### src/rtl/pico_port_fifo_responder_pkg.sv
// Shared PicoBlaze I/O constants: default port map, STATUS/CTRL bit positions, control register layout.
// Pure declarations; no latency or backpressure of its own.
package pico_io_pkg;

   localparam logic [7:0] DATA_PORT_DEF   = 8'h08;
   localparam logic [7:0] STATUS_PORT_DEF = 8'h09;
   localparam logic [7:0] COUNT_PORT_DEF  = 8'h0A;
   localparam logic [7:0] CTRL_PORT_DEF   = 8'h0B;

   localparam int ST_FULL  = 7;
   localparam int ST_EMPTY = 6;
   localparam int ST_OVF   = 5;
   localparam int ST_IRQ   = 4;

   localparam int CT_IRQ_EN = 7;
   localparam int CT_FLUSH  = 6;
   localparam int CT_LW_MSB = 5;

   localparam logic [7:0] UNMAPPED_RD = 8'h00;

   typedef struct packed {
      logic       irq_en;
      logic       flush;
      logic [5:0] low_water;
   } ctrl_t;

   typedef enum logic {
      IRQ_IDLE,
      IRQ_PEND
   } irq_state_t;

   // A threshold the FIFO can never drop to would silently disable the interrupt.
   function automatic logic [5:0] clamp_lw(input logic [5:0] lw, input int depth);
      return (int'(lw) >= depth) ? 6'(depth - 1) : lw;
   endfunction

endpackage

### src/rtl/pico_port_fifo_responder_if.sv
// PicoBlaze port bus plus the drain-side byte stream of the FIFO responder.
// slave = peripheral side, master = processor/consumer side; stream uses valid/ready.
interface pico_port_fifo_responder_if;

   logic [7:0] port_id;
   logic [7:0] out_port;
   logic       write_strobe;
   logic       read_strobe;
   logic [7:0] in_port;
   logic       interrupt;
   logic       interrupt_ack;
   logic [7:0] dout;
   logic       dout_valid;
   logic       dout_ready;

   modport slave (
      input  port_id, out_port, write_strobe, read_strobe, interrupt_ack, dout_ready,
      output in_port, interrupt, dout, dout_valid
   );

   modport master (
      output port_id, out_port, write_strobe, read_strobe, interrupt_ack, dout_ready,
      input  in_port, interrupt, dout, dout_valid
   );

endinterface

### src/rtl/pico_byte_fifo.sv
// Show-ahead byte FIFO with flush; push visible on dout one cycle later, head byte shown combinationally.
// Pushes while full are ignored (caller flags overflow); flush beats push/pop in the same cycle.
module pico_byte_fifo #(
   parameter  int DEPTH = 16,
   localparam int AW    = $clog2(DEPTH),
   localparam int CW    = AW + 1
) (
   input  logic          clk,
   input  logic          rst_n,
   input  logic          push,
   input  logic [7:0]    push_dat,
   input  logic          pop,
   input  logic          flush,
   output logic [7:0]    dout,
   output logic          dout_vld,
   output logic [CW-1:0] count,
   output logic          full,
   output logic          empty
);

   logic [7:0]    mem [DEPTH];
   logic [AW-1:0] wr_ptr;
   logic [AW-1:0] rd_ptr;
   logic [CW-1:0] count_nxt;
   logic          push_ok;
   logic          pop_ok;

   assign full    = (count == CW'(DEPTH));
   assign empty   = (count == '0);
   assign push_ok = push & ~full;
   assign pop_ok  = pop & dout_vld;
   // Gate the head so an unwritten (unreset) slot never leaks X onto dout.
   assign dout    = dout_vld ? mem[rd_ptr] : 8'h00;

   always_comb begin
      count_nxt = count;
      if (flush)
         count_nxt = '0;
      else if (push_ok && !pop_ok)
         count_nxt = count + 1'b1;
      else if (!push_ok && pop_ok)
         count_nxt = count - 1'b1;
   end

   always_ff @(posedge clk or negedge rst_n) begin
      if (!rst_n) begin
         wr_ptr   <= '0;
         rd_ptr   <= '0;
         count    <= '0;
         dout_vld <= 1'b0;
      end else begin
         count    <= count_nxt;
         dout_vld <= (count_nxt != '0);
         if (flush) begin
            wr_ptr <= '0;
            rd_ptr <= '0;
         end else begin
            if (push_ok) wr_ptr <= wr_ptr + 1'b1;
            if (pop_ok)  rd_ptr <= rd_ptr + 1'b1;
         end
      end
   end

   always_ff @(posedge clk) begin
      if (push_ok && !flush)
         mem[wr_ptr] <= push_dat;
   end

endmodule

### src/rtl/pico_port_fifo_responder.sv
// PicoBlaze port-mapped byte FIFO with status/count/ctrl readback and low-water interrupt; reads 1-cycle registered.
// Consumer drains via dout_valid/dout_ready; writes to a full FIFO are dropped and set sticky overflow. Macro: PICO_ONEHOT_DECODE_EN.
module pico_port_fifo_responder
   import pico_io_pkg::*;
#(
   parameter int         DEPTH       = 16,
   parameter logic [7:0] DATA_PORT   = DATA_PORT_DEF,
   parameter logic [7:0] STATUS_PORT = STATUS_PORT_DEF,
   parameter logic [7:0] COUNT_PORT  = COUNT_PORT_DEF,
   parameter logic [7:0] CTRL_PORT   = CTRL_PORT_DEF
) (
   input  logic                         clk,
   input  logic                         reset_n,
   pico_port_fifo_responder_if.slave    io
);

   localparam int CW = $clog2(DEPTH) + 1;

   logic          data_wr;
   logic          ctrl_wr;
   logic          status_rd;
   logic          flush;
   logic          push_ok;
   logic          pop_fire;
   logic          crossing;
   logic          irq_en_nxt;
   logic          full;
   logic          empty;
   logic          fifo_vld;
   logic [CW-1:0] count;
   logic          ovf_q;
   ctrl_t         ctrl_q;
   irq_state_t    irq_state;
   logic          irq_q;
   logic [7:0]    in_port_q;
   logic [7:0]    status_byte;

`ifdef PICO_ONEHOT_DECODE_EN
   assign data_wr = io.write_strobe & |(io.port_id & DATA_PORT);
   assign ctrl_wr = io.write_strobe & |(io.port_id & CTRL_PORT);
`else
   assign data_wr = io.write_strobe & (io.port_id == DATA_PORT);
   assign ctrl_wr = io.write_strobe & (io.port_id == CTRL_PORT);
`endif

   assign status_rd  = io.read_strobe & (io.port_id == STATUS_PORT);
   assign flush      = ctrl_wr & io.out_port[CT_FLUSH];
   assign push_ok    = data_wr & ~full;
   assign pop_fire   = fifo_vld & io.dout_ready;
   assign irq_en_nxt = ctrl_wr ? io.out_port[CT_IRQ_EN] : ctrl_q.irq_en;
   // Only a pure pop lands count exactly on low_water from above.
   assign crossing   = ctrl_q.irq_en & pop_fire & ~push_ok & ~flush &
                       (int'(count) == int'(ctrl_q.low_water) + 1);

   pico_byte_fifo #(.DEPTH(DEPTH)) u_fifo (
      .clk      (clk),
      .rst_n    (reset_n),
      .push     (data_wr),
      .push_dat (io.out_port),
      .pop      (io.dout_ready),
      .flush    (flush),
      .dout     (io.dout),
      .dout_vld (fifo_vld),
      .count    (count),
      .full     (full),
      .empty    (empty)
   );

   assign io.dout_valid = fifo_vld;
   assign io.in_port    = in_port_q;
   assign io.interrupt  = irq_q;

   always_ff @(posedge clk or negedge reset_n) begin
      if (!reset_n) begin
         ctrl_q <= '0;
         ovf_q  <= 1'b0;
      end else begin
         if (ctrl_wr) begin
            ctrl_q.irq_en    <= io.out_port[CT_IRQ_EN];
            ctrl_q.flush     <= 1'b0;
            ctrl_q.low_water <= clamp_lw(io.out_port[CT_LW_MSB:0], DEPTH);
         end
         ovf_q <= (data_wr & full) | (ovf_q & ~status_rd);
      end
   end

   always_ff @(posedge clk or negedge reset_n) begin
      if (!reset_n) begin
         irq_state <= IRQ_IDLE;
         irq_q     <= 1'b0;
      end else if (!irq_en_nxt) begin
         irq_state <= IRQ_IDLE;
         irq_q     <= 1'b0;
      end else begin
         case (irq_state)
            IRQ_IDLE: begin
               if (crossing) begin
                  irq_state <= IRQ_PEND;
                  irq_q     <= 1'b1;
               end
            end
            IRQ_PEND: begin
               if (io.interrupt_ack && !crossing) begin
                  irq_state <= IRQ_IDLE;
                  irq_q     <= 1'b0;
               end
            end
            default: begin
               irq_state <= IRQ_IDLE;
               irq_q     <= 1'b0;
            end
         endcase
      end
   end

   always_comb begin
      status_byte           = 8'h00;
      status_byte[ST_FULL]  = full;
      status_byte[ST_EMPTY] = empty;
      status_byte[ST_OVF]   = ovf_q;
      status_byte[ST_IRQ]   = irq_q;
   end

   always_ff @(posedge clk or negedge reset_n) begin
      if (!reset_n) begin
         in_port_q <= 8'h00;
      end else begin
         case (io.port_id)
            STATUS_PORT: in_port_q <= status_byte;
            COUNT_PORT:  in_port_q <= 8'(count);
            CTRL_PORT:   in_port_q <= ctrl_q;
            default:     in_port_q <= UNMAPPED_RD;
         endcase
      end
   end

endmodule

### src/flat_wrapper.sv
// flat-port wrapper written by rule: the top's interface ports become plain ports
module pico_port_fifo_responder_flat import pico_io_pkg::*;
#(
   parameter int         DEPTH       = 16,
   parameter logic [7:0] DATA_PORT   = DATA_PORT_DEF,
   parameter logic [7:0] STATUS_PORT = STATUS_PORT_DEF,
   parameter logic [7:0] COUNT_PORT  = COUNT_PORT_DEF,
   parameter logic [7:0] CTRL_PORT   = CTRL_PORT_DEF
)
  (clk, reset_n, io_port_id, io_out_port, io_write_strobe, io_read_strobe, io_interrupt_ack, io_dout_ready, io_in_port, io_interrupt, io_dout, io_dout_valid);
  pico_port_fifo_responder_if io_i ();
  input  logic clk;
  input  logic reset_n;
  input wire logic [$bits(io_i.port_id)-1:0] io_port_id;
  input wire logic [$bits(io_i.out_port)-1:0] io_out_port;
  input wire logic [$bits(io_i.write_strobe)-1:0] io_write_strobe;
  input wire logic [$bits(io_i.read_strobe)-1:0] io_read_strobe;
  input wire logic [$bits(io_i.interrupt_ack)-1:0] io_interrupt_ack;
  input wire logic [$bits(io_i.dout_ready)-1:0] io_dout_ready;
  output wire logic [$bits(io_i.in_port)-1:0] io_in_port;
  output wire logic [$bits(io_i.interrupt)-1:0] io_interrupt;
  output wire logic [$bits(io_i.dout)-1:0] io_dout;
  output wire logic [$bits(io_i.dout_valid)-1:0] io_dout_valid;
  assign io_i.port_id = io_port_id;
  assign io_i.out_port = io_out_port;
  assign io_i.write_strobe = io_write_strobe;
  assign io_i.read_strobe = io_read_strobe;
  assign io_i.interrupt_ack = io_interrupt_ack;
  assign io_i.dout_ready = io_dout_ready;
  assign io_in_port = io_i.in_port;
  assign io_interrupt = io_i.interrupt;
  assign io_dout = io_i.dout;
  assign io_dout_valid = io_i.dout_valid;
  pico_port_fifo_responder #(.DEPTH(DEPTH), .DATA_PORT(DATA_PORT), .STATUS_PORT(STATUS_PORT), .COUNT_PORT(COUNT_PORT), .CTRL_PORT(CTRL_PORT)) u_core (.clk(clk), .reset_n(reset_n), .io(io_i));
endmodule
### config.mk
export PLATFORM = sky130hd
export DESIGN_NAME = pico_port_fifo_responder_flat
export DESIGN_NICKNAME = d
export VERILOG_FILES = /design/src/rtl/pico_port_fifo_responder_pkg.sv /design/src/rtl/pico_port_fifo_responder_if.sv /design/src/rtl/pico_byte_fifo.sv /design/src/rtl/pico_port_fifo_responder.sv /design/src/flat_wrapper.sv
export SDC_FILE = /design/constraint.sdc
export NUM_CORES = 1
export LEC_CHECK = 0
export CAP_MARGIN = 20
export CORE_MARGIN = 1.5
export CORE_UTILIZATION = 35
export DETAILED_ROUTE_END_ITERATION = 6
export SLEW_MARGIN = 20
export SYNTH_ARGS = -nofsm -noshare
export SYNTH_HDL_FRONTEND = slang
export SYNTH_SLANG_ARGS = --single-unit
### constraint.sdc
create_clock -name clk -period 7.7 [get_ports clk]
set_clock_uncertainty 0.15 [all_clocks]
set_input_delay 1.925 -clock clk [delete_from_list [all_inputs] [get_ports clk]]
set_output_delay 1.925 -clock clk [all_outputs]
set_load 0.01 [all_outputs]
==> results of run 1 <==
through the flow:
step	hold slack [ns]	total power, mW	utilization [%]
2_1_floorplan	0.317	1.55	-
3_3_place_gp	0.348	1.76	39.2
3_5_place_dp	0.360	1.77	39.2
4_1_cts	0.365	2.59	42.2
5_1_grt	0.394	2.67	42.2
6_report	0.369	2.55	42.2
cell usage after synthesis (2+ instances only):
library cell    n
a211o_1         2
a21oi_1        11
a31oi_1         2
and2_1         15
and3_1          2
buf_1           2
buf_2           5
buf_6           6
clkbuf_1       11
dfrtp_1        32
edfxtp_1      128
ha_1            8
inv_1          13
mux2i_1         9
mux4_2         40
nand2_1        17
nand3_1         8
nand4_1         6
nor2_1         31
nor2b_1         3
nor3_1         12
nor3b_1         3
nor4_1          6
o21a_1          2
o21ai_0         5
o221ai_1        2
or3_1           3
xnor2_1         9
xor2_1          4
layout make-up:
type	count	area, um^2	area share (%)
Clock buffer	19	433	5.28
Clock inverter	12	133	1.62
Inverter	13	48.8	0.595
Multi-Input combinational cell	221	2140	26.1
Sequential cell	160	4650	56.6
Tap cell	265	332	4.04
Timing Repair Buffer	50	473	5.76
logic make-up after synthesis:
kind of cell | count (synthesis)
compound gates | 31
xor+xnor | 13
fa+ha+maj | 8
buf+inv | 37
flops | 160
mux | 50
simple gates | 119
flip-flops by register name, summed over array words and instances, names as in the netlist:
| name | flops |
|---|---|
| u_core.u_fifo.rd_ptr | 4 |
| u_core.io.in_port | 8 |
| u_core.io.interrupt | 1 |
| u_core.u_fifo.count | 5 |
| u_core.ovf_q | 1 |
| u_core.irq_state | 1 |
| u_core.ctrl_q | 7 |
| u_core.u_fifo.mem | 128 |
| u_core.u_fifo.dout_vld | 1 |
| u_core.u_fifo.wr_ptr | 4 |
per-layer routing:
metal	part of all wire (%)	wire length (um)
met1	44	6670
met2	51	7630
met3	4.4	670
met4	0.92	139
met5	0	0
critical path, stage by stage, from the launching register on:
cell and delay (ns):
dfrtp_2 0.58, buf_4 0.49, mux4_2 0.56, mux4_2 0.51
and2_1 0.18, clkdlybuf4s50_1 0.47
where the power goes:
group / internal, mW / switching, mW
registers: 0.964 / 0.104
clock network: 0.478 / 0.335
logic: 0.400 / 0.273
total: 1.84 / 0.713
worst min-delay path by stage:
stage / from / end / slack (ns) / cells past startpoint
5_1_grt: u_core.ovf_q / u_core.ovf_q / 0.39 / 2
6_report: u_core.ovf_q / u_core.ovf_q / 0.37 / 2
4_1_cts: u_core.ovf_q / u_core.ovf_q / 0.37 / 2
3_5_place_dp: u_core.ovf_q / u_core.ovf_q / 0.36 / 2
3_3_place_gp: u_core.ovf_q / u_core.ovf_q / 0.35 / 2
2_1_floorplan: u_core.ovf_q / u_core.ovf_q / 0.32 / 2
==> metrics.txt, run 1 <==
FF+latch count, synth=between 150 and 200; DRT Pass-1 Iters=5; startpoint types=flip-flop; Power Dens Cells=between 300 and 400 mW/mm^2; starting density of the core=a little over a third; Nets=roughly 490; GP Congestion=0.778; Pins Over Slew Limit=0; vias in the first global route=between 3k and 4k; clock slew at reported path FFs=approximately 0.060 ns; Synth area leaders=edfxtp_1 (55%), mux4_2 (13%), dfrtp_1 (12%); busiest layer in global routing=met2; Synth Flop Type=edfxtp_1; setup violators final=0; most common cell after layout, fill and taps aside=edfxtp_1; Post-Route WL=between 15,000 and 20,000 um; I/O Buffers=39; post-synthesis cell count=418; DP HPWL=~10000 um; Routed wire per std cell=between 20 and 25 um; # IOs=40; Async SR Flop Fraction=20.0%; Leak=between 2 and 3 nW; largest fanout on the critical path=24; Critical Path Source=u_core.u_fifo.rd_ptr[0]; met2 global-route usage=26.3%; status=complete, no violations; Critical Path RT=around 5.6 ns; most frequent cells in the layout=edfxtp_1 (128), mux4_2 (40), clkdlybuf4s50_1 (39), nor2_1 (31), dfrtp_1 (31); Post-Synth Adder-Cell Area=under 10%; worst r2r path cells=6; GRT overflow=0; mapped cell area=between 0.006 and 0.007 mm^2; Post-Layout Cell Count=740; largest area contributor in the netlist=edfxtp_1; largest family of logic cells by synthesized area=multiplexers; min Tclk post-route=5.31 ns; r2r endpoint=u_core.u_fifo.mem[8][3]; CTS Buffer Depth=2; FMAX=~190 MHz; syn nets=448; Worst-Margin Slew=approximately 1.1 ns; # Post-CTS Setup Buffers=0; Overall Global Routing Usage=about 16%; library cells used by synthesis=50; area grow syn2layout=18.1%; worst r2r src=u_core.u_fifo.count[0]; largest net degree at the start of global routing=36; met1 global-route usage=around 20%; post-route antenna net violation count=0; Simple-Gate Fraction of Synth Area=about a tenth; Fin. Hold Viols=0; FP Rows=between 50 and 60; Root Buffer=clkbuf_16; max cap viols=0; PnR worst setup slack=between 2 and 2.5 ns; Seq/Total Area, Yosys=around 67%; clock sinks=160; Peak VDD IR=about 0.19 mV; RSZ-0062 raised after global routing=false; number of hold buffers added after cts=0; TritonCTS clock tree=yes; CP endpoint=io_dout[0]; die width=approximately 140 um; ant diodes=0; R2R setup slack=4.77 ns; Ys Warns=0; DP Cell Count=709; worst path arrival time=about 3.2 ns; M3 GR Usage=about 4.4%; mux contribution to synthesized area=14.4%; die area=slightly above 0.02 mm^2; number of enable flip-flop cells after synthesis=between 100 and 150; # DRC=0; Syn Area/Cell=16.6 um^2; vias=~3.8k; H-tree levels=4; Slew headroom=between 20% and 30%; global-route wire length before repair=approximately 23,000 um; post-synthesis xor/xnor area fraction=1.64%; dpl ws=2.73 ns; crit end category=primary output; Crit Path Class=reg -> out; Post-Route Setup TNS=0 ns; post-placement cell area=between 0.007 and 0.008 mm^2; Fill cells=between 1.5k and 2k; via/cell ratio=between 5 and 6; Inserted Clock Buffers=17; top cell type's share of synthesized area=a little under three fifths; initial antenna violation count=0; Initial DRC Count=318; Resized Gates After CTS=0; share of layout cells above drive strength 1=between 20% and 30%; crit share post-route=68.9%; post-synthesis compound-gate area fraction=between 2 and 3%; die height=between 100 and 150 um; Hold Path Class=reg -> reg; worst skew pair latency=between 0.4 and 0.5 ns; fin area=0.00820 mm^2; CORE AREA=0.0195 mm^2
No activity file was read; power rests on OpenSTA's default activity.
==> run 2, diff against run 1 <==
clock period = 5.45 ns   (was 7.7 ns; I/O delays follow)
==> run 2 against run 1 <==
Design area increased by 0.24%. Register-to-register slack got worse by 2.2 ns. Clock power grew 34%. Wire length shrank 0.77%. Die area is the same. Worst hold slack better by 0.011 ns. Non-clock buffer count grew 5. Critical endpoint is now io_dout[1].
==> metrics.txt, run 2 (same netlist as run 1, synthesis figures left out) <==
max reg flops=128 (unchanged); WHS Path Cells=2 (unchanged); clock share of power=30.7% (-1.1 points); Resized Gates After CTS=0 (unchanged); FMAX=roughly 210 MHz; post-route antenna net violation count=0 (unchanged); crit end category=primary output; Slew headroom=48.6% (+19 points); # IOs=40 (unchanged); Overall Global Routing Usage=15.7% (+0.12 points); FF/Latch Area=0.00465 mm^2 (unchanged); RSZ-0062 raised after global routing=false; Post-Route Setup TNS=0 ns (unchanged); Hold Path End=u_core.ovf_q; H-tree levels=4 (unchanged); clock sinks=160 (unchanged); largest fanout on the critical path=16 (-33%); I/O Buffers=39 (unchanged); Most flops, register=u_core.u_fifo.mem; Root Buffer=clkbuf_16; # DRC=0 (unchanged); min Tclk post-route=about 4.7 ns; largest net degree at the start of global routing=36 (unchanged); via/cell ratio=5.16 (-0.26%); Comb pwr share=26.8% (+0.4 points); DRT met1 WL=6900 um (+3.5%); Peak VDD IR=0.209 mV (+8.7%); clock slew at reported path FFs=0.06 ns (about the same); GRT overflow=0 (unchanged); worst r2r src=u_core.u_fifo.count[0]; initial antenna violation count=0 (unchanged); starting density of the core=35.7% (unchanged); met3 wire len=741 um (+11%); Crit Path Class=reg -> out; Pint=2.56 mW (+39%); Nets=498 (+1.0%); Critical Path RT=3.94 ns (-1.68 ns); Inserted Clock Buffers=17 (unchanged); Leak=2.76 nW (+0.83%); Routed wire per std cell=20.1 um (-1.4%); Fill cells=1,734 (+0.76%); Fin. Hold Viols=0 (unchanged); Power Dens Cells=433 mW/mm^2 (+39%); Tot Pwr=3.56 mW (+40%); vias=3,847 (+0.42%); die width=144 um (unchanged); setup violators final=0 (unchanged); DR WL met2=7130 um (-6.6%); CTS Buffer Depth=2 (unchanged); global-route wire length before repair=23,300 um (+0.75%); vias in the first global route=3,967 (+2.4%); Hold Path Class=reg -> reg; R2R setup slack=2.57 ns (-2.20 ns); # Post-CTS Setup Buffers=0 (unchanged); die height=144 um (unchanged); DP HPWL=10,000 um (+1.2%); GP Congestion=0.849 (+9.1%); Multi-input gate area=0.00214 mm^2 (+0.18%); status=complete, no violations; most frequent cells in the layout=edfxtp_1 (128), mux4_2 (40), clkdlybuf4s50_1 (39), nor2_1 (31), dfrtp_1 (31); TritonCTS clock tree=yes; r2r endpoint=u_core.u_fifo.mem[2][6]; most common cell after layout, fill and taps aside=edfxtp_1; number of hold buffers added after cts=0 (unchanged); highest routed metal layer=met4; startpoint types=flip-flop; die area=0.0207 mm^2 (unchanged); crit share post-route=86.3%; DRT Pass-1 Iters=5 (unchanged); sw power=1.01 mW (+41%); Initial DRC Count=190 (-40%); max cap viols=0 (unchanged); worst r2r path cells=6 (unchanged); Worst-Margin Slew=0.768 ns (-0.290 ns); ant diodes=0 (unchanged); area grow syn2layout=18.4%; worst skew pair latency=0.42 ns (about the same); Pins Over Slew Limit=0 (unchanged); FP Rows=51 (unchanged); CORE AREA=0.0195 mm^2 (unchanged); HP Start=u_core.ovf_q; worst path arrival time=3.19 ns (-0.04 ns); switching share of total power=28.2% (+0.32 points); Seq pwr share=42.6% (+0.8 points); share of layout cells above drive strength 1=20.8% (+0.83 points); Post-Route WL=15,000 um (-0.77%)
==> run 2: cell count changes in the layout (fill, tap and decap cells not counted), sizes merged <==
cell / delta
bufinv: -1
clkinvlp: -2
clkinv: +5
buf: +5
clkbuf: -1
inv: -1
==> run 2: power groups by stage <==
stage | logic [mW] | registers, mW | clock network (mW)
6_report | 0.954 | 1.52 | 1.09
4_1_cts | 0.969 | 1.52 | 1.11
5_1_grt | 1.04 | 1.53 | 1.16
3_3_place_gp | 0.960 | 1.55 | 0
2_1_floorplan | 0.790 | 1.41 | 0
3_5_place_dp | 0.967 | 1.55 | 0
==> run 2: how the worst max path moves through the flow <==
stage / depth (start not counted) / from / slack (ns) / endpoint
5_1_grt: 5 / u_core.u_fifo.rd_ptr[0] / 0.56 / io_dout[1]
3_3_place_gp: 4 / io_port_id[0] / 0.97 / u_core.u_fifo.mem[3][5]
2_1_floorplan: 4 / io_port_id[1] / 2.02 / u_core.u_fifo.mem[3][0]
4_1_cts: 5 / u_core.u_fifo.rd_ptr[0] / 0.67 / io_dout[1]
3_5_place_dp: 5 / io_port_id[0] / 1.05 / u_core.u_fifo.mem[2][5]
6_report: 5 / u_core.u_fifo.rd_ptr[0] / 0.75 / io_dout[1]
==> run 2: cell type report <==
type,count,area share (%)
clock buffers,18,5.22
flip-flops and latches,160,56.5
well taps,265,4.03
repair buffers,55,6.21
clock inverters,13,1.40
multi-input cells,221,26.1
inverters,13,0.593
==> run 2: critical path: stages, from the launching register on <==
cell,delay [ns]
dfrtp_2,0.72
buf_4,0.36
mux4_2,0.56
mux4_2,0.48
and2_1,0.17
clkdlybuf4s50_1,0.47
==> run 2: metrics by stage <==
step	cell area (um^2)	utilization [%]	worst slack (ns)	hold slack [ns]	std cells
floorplan	6940	-	2.02	0.317	418
global placement	7670	39.4	0.971	0.346	714
detailed placement	7680	39.5	1.05	0.364	714
CTS	8220	42.3	0.667	0.378	745
global route	8220	42.3	0.558	0.426	745
finish	8220	42.3	0.747	0.380	745
==> run 2: layer usage <==
| metal | global-route usage (%) | vias to the layer above |
|---|---|---|
| met1 | 20.8 | 1975 |
| met3 | 4.10 | 18 |
| li1 | - | 1733 |
| met5 | 0 | - |
| met2 | 25.1 | 121 |
| met4 | 5.21 | 0 |
==> run 3, diff against run 2 <==
clock period = 5.1 ns   (was 5.45 ns; I/O delays follow)
==> run 3 against run 2 <==
Utilization rose by 0.12 points. Power increased by 7.0%. Clock-buffer cell count unchanged. Non-clock buffer count grew 3. Sequential power is 6% higher. Critical path type unchanged.
==> metrics.txt, run 3 (same netlist as run 1, synthesis figures left out) <==
startpoint types=flip-flop; die height=144 um (unchanged); # Post-CTS Setup Buffers=0 (unchanged); max cap viols=0 (unchanged); Routed wire per std cell=20.0 um (-0.41%); Tot Pwr=3.81 mW (+7.0%); largest fanout on the critical path=26 (+10); slowest library cell on the worst path=dfrtp_2; buffers plus inverters on the worst setup path=2 (unchanged); vias in the first global route=4,037 (+1.8%); H-tree levels=4 (unchanged); most common cell after layout, fill and taps aside=edfxtp_1; Crit Path Class=reg -> out; TritonCTS clock tree=yes; worst path arrival time=3.02 ns (-0.17 ns); CP cell instances=buf_12 -> mux4_2 -> mux4_2 -> and2_1 -> clkdlybuf4s50_1; # IOs=40 (unchanged); CP most frequent cell=mux4_2; Nets=501 (+0.60%); setup violators final=0 (unchanged); number of hold buffers added after cts=0 (unchanged); Inserted Clock Buffers=17 (unchanged); Core Util, Final=42.4% (+0.12 points); Overall Global Routing Usage=16.0% (+0.29 points); Pins Over Slew Limit=0 (unchanged); FF/Latch Area=0.00465 mm^2 (unchanged); Post-Layout Cell Count=748 (+0.40%); fin area=0.00825 mm^2 (+0.29%); PnR worst setup slack=0.655 ns (-0.0915 ns); Slew headroom=49.2% (+0.56 points); post-route antenna net violation count=0 (unchanged); most frequent cells in the layout=edfxtp_1 (128), mux4_2 (40), clkdlybuf4s50_1 (39), nor2_1 (31), dfrtp_1 (31); initial antenna violation count=0 (unchanged); Root Buffer=clkbuf_16; Fin. Hold Viols=0 (unchanged); starting density of the core=35.7% (unchanged); Worst-Margin Slew=0.760 ns (-0.00799 ns); vias=3,816 (-0.81%); I/O Buffers=39 (unchanged); DP Cell Count=717 (+0.42%); DP HPWL=9930 um (-0.79%); crit end category=primary output; Power Dens Cells=462 mW/mm^2 (+6.7%); Hold Path Class=reg -> reg; Multi-input gate area=0.00213 mm^2 (-0.41%); CTS Buffer Depth=2 (unchanged); clock slew at reported path FFs=0.06 ns (about the same); Fill cells=1,722 (-0.69%); share of layout cells above drive strength 1=21.1% (+0.28 points); ant diodes=0 (unchanged); die area=0.0207 mm^2 (unchanged); die width=144 um (unchanged); largest net degree at the start of global routing=35 (-2.8%); family with the most delay on the worst path=multiplexers; Most flops, register=u_core.u_fifo.mem; Post-Route Setup TNS=0 ns (unchanged); dpl ws=0.898 ns (-0.150 ns); min Tclk post-route=between 4 and 5 ns; Min Hold Slack=0.358 ns (-0.0222 ns); FP Rows=51 (unchanged); clock sinks=160 (unchanged); Post-Route WL=15,000 um (about the same); CORE AREA=0.0195 mm^2 (unchanged); RSZ-0062 raised after global routing=false; Leak=2.78 nW (+0.57%); FMAX=225 MHz; # DRC=0 (unchanged); Critical Path RT=3.67 ns (-0.27 ns); CP max stage delay=0.57 ns (-0.15 ns); GRT overflow=0 (unchanged); area grow syn2layout=18.8%; crit share post-route=87.2%; max reg flops=128 (unchanged); global-route wire length before repair=23,700 um (+1.7%); Initial DRC Count=329 (+73%); status=complete, no violations; Resized Gates After CTS=0 (unchanged); Peak VDD IR=0.271 mV (+30%); GP Congestion=0.824 (-2.9%); worst skew pair latency=0.41 ns (about the same); via/cell ratio=5.10 (-1.2%); DRT Pass-1 Iters=4 (-1); post-placement cell area=0.00771 mm^2 (+0.34%)
-- run 3: layout make-up --
| class | count | share of cell area [%] |
|---|---|---|
| Tap cell | 265 | 4.02 |
| Clock buffer | 18 | 5.20 |
| Sequential cell | 160 | 56.3 |
| Clock inverter | 13 | 1.37 |
| Timing Repair Buffer | 58 | 6.61 |
| Inverter | 13 | 0.592 |
| Multi-Input combinational cell | 221 | 25.9 |
-- run 3: layer usage --
layer	up-vias	GRT usage (%)	share of wire (%)
met1	1975	21.4	45
li1	1736	-	-
met3	8	4.77	5.3
met5	-	0	0
met2	97	25.7	49
met4	0	3.38	0.55
-- run 3: worst paths after layout --
| check | startpoint | end | slack [ns] | cells after the start |
|---|---|---|---|---|
| hold reg to reg | u_core.ovf_q | u_core.ovf_q | 0.36 | 2 |
| setup reg to reg | u_core.u_fifo.count[0] | u_core.u_fifo.mem[11][6] | 2.29 | 6 |
| hold / removal | u_core.ovf_q | u_core.ovf_q | 0.36 | 2 |
| min in group asynchronous | reset_n | u_core.u_fifo.count[1] | 1.11 | 2 |
| setup / recovery | u_core.u_fifo.rd_ptr[0] | io_dout[1] | 0.66 | 5 |
| max in group asynchronous | reset_n | u_core.u_fifo.rd_ptr[0] | 3.36 | 2 |
-- run 3: tightest hold or removal path, stage by stage, from the launching register on --
cell and delay [ns]:
dfrtp_1 0.37, nand2_1 0.05, o21ai_0 0.06
-- run 3: where the power goes --
| part | switching [mW] | internal [mW] | total [mW] |
|---|---|---|---|
| registers | 0.153 | 1.46 | 1.61 |
| clock network | 0.499 | 0.669 | 1.17 |
| logic | 0.420 | 0.615 | 1.04 |
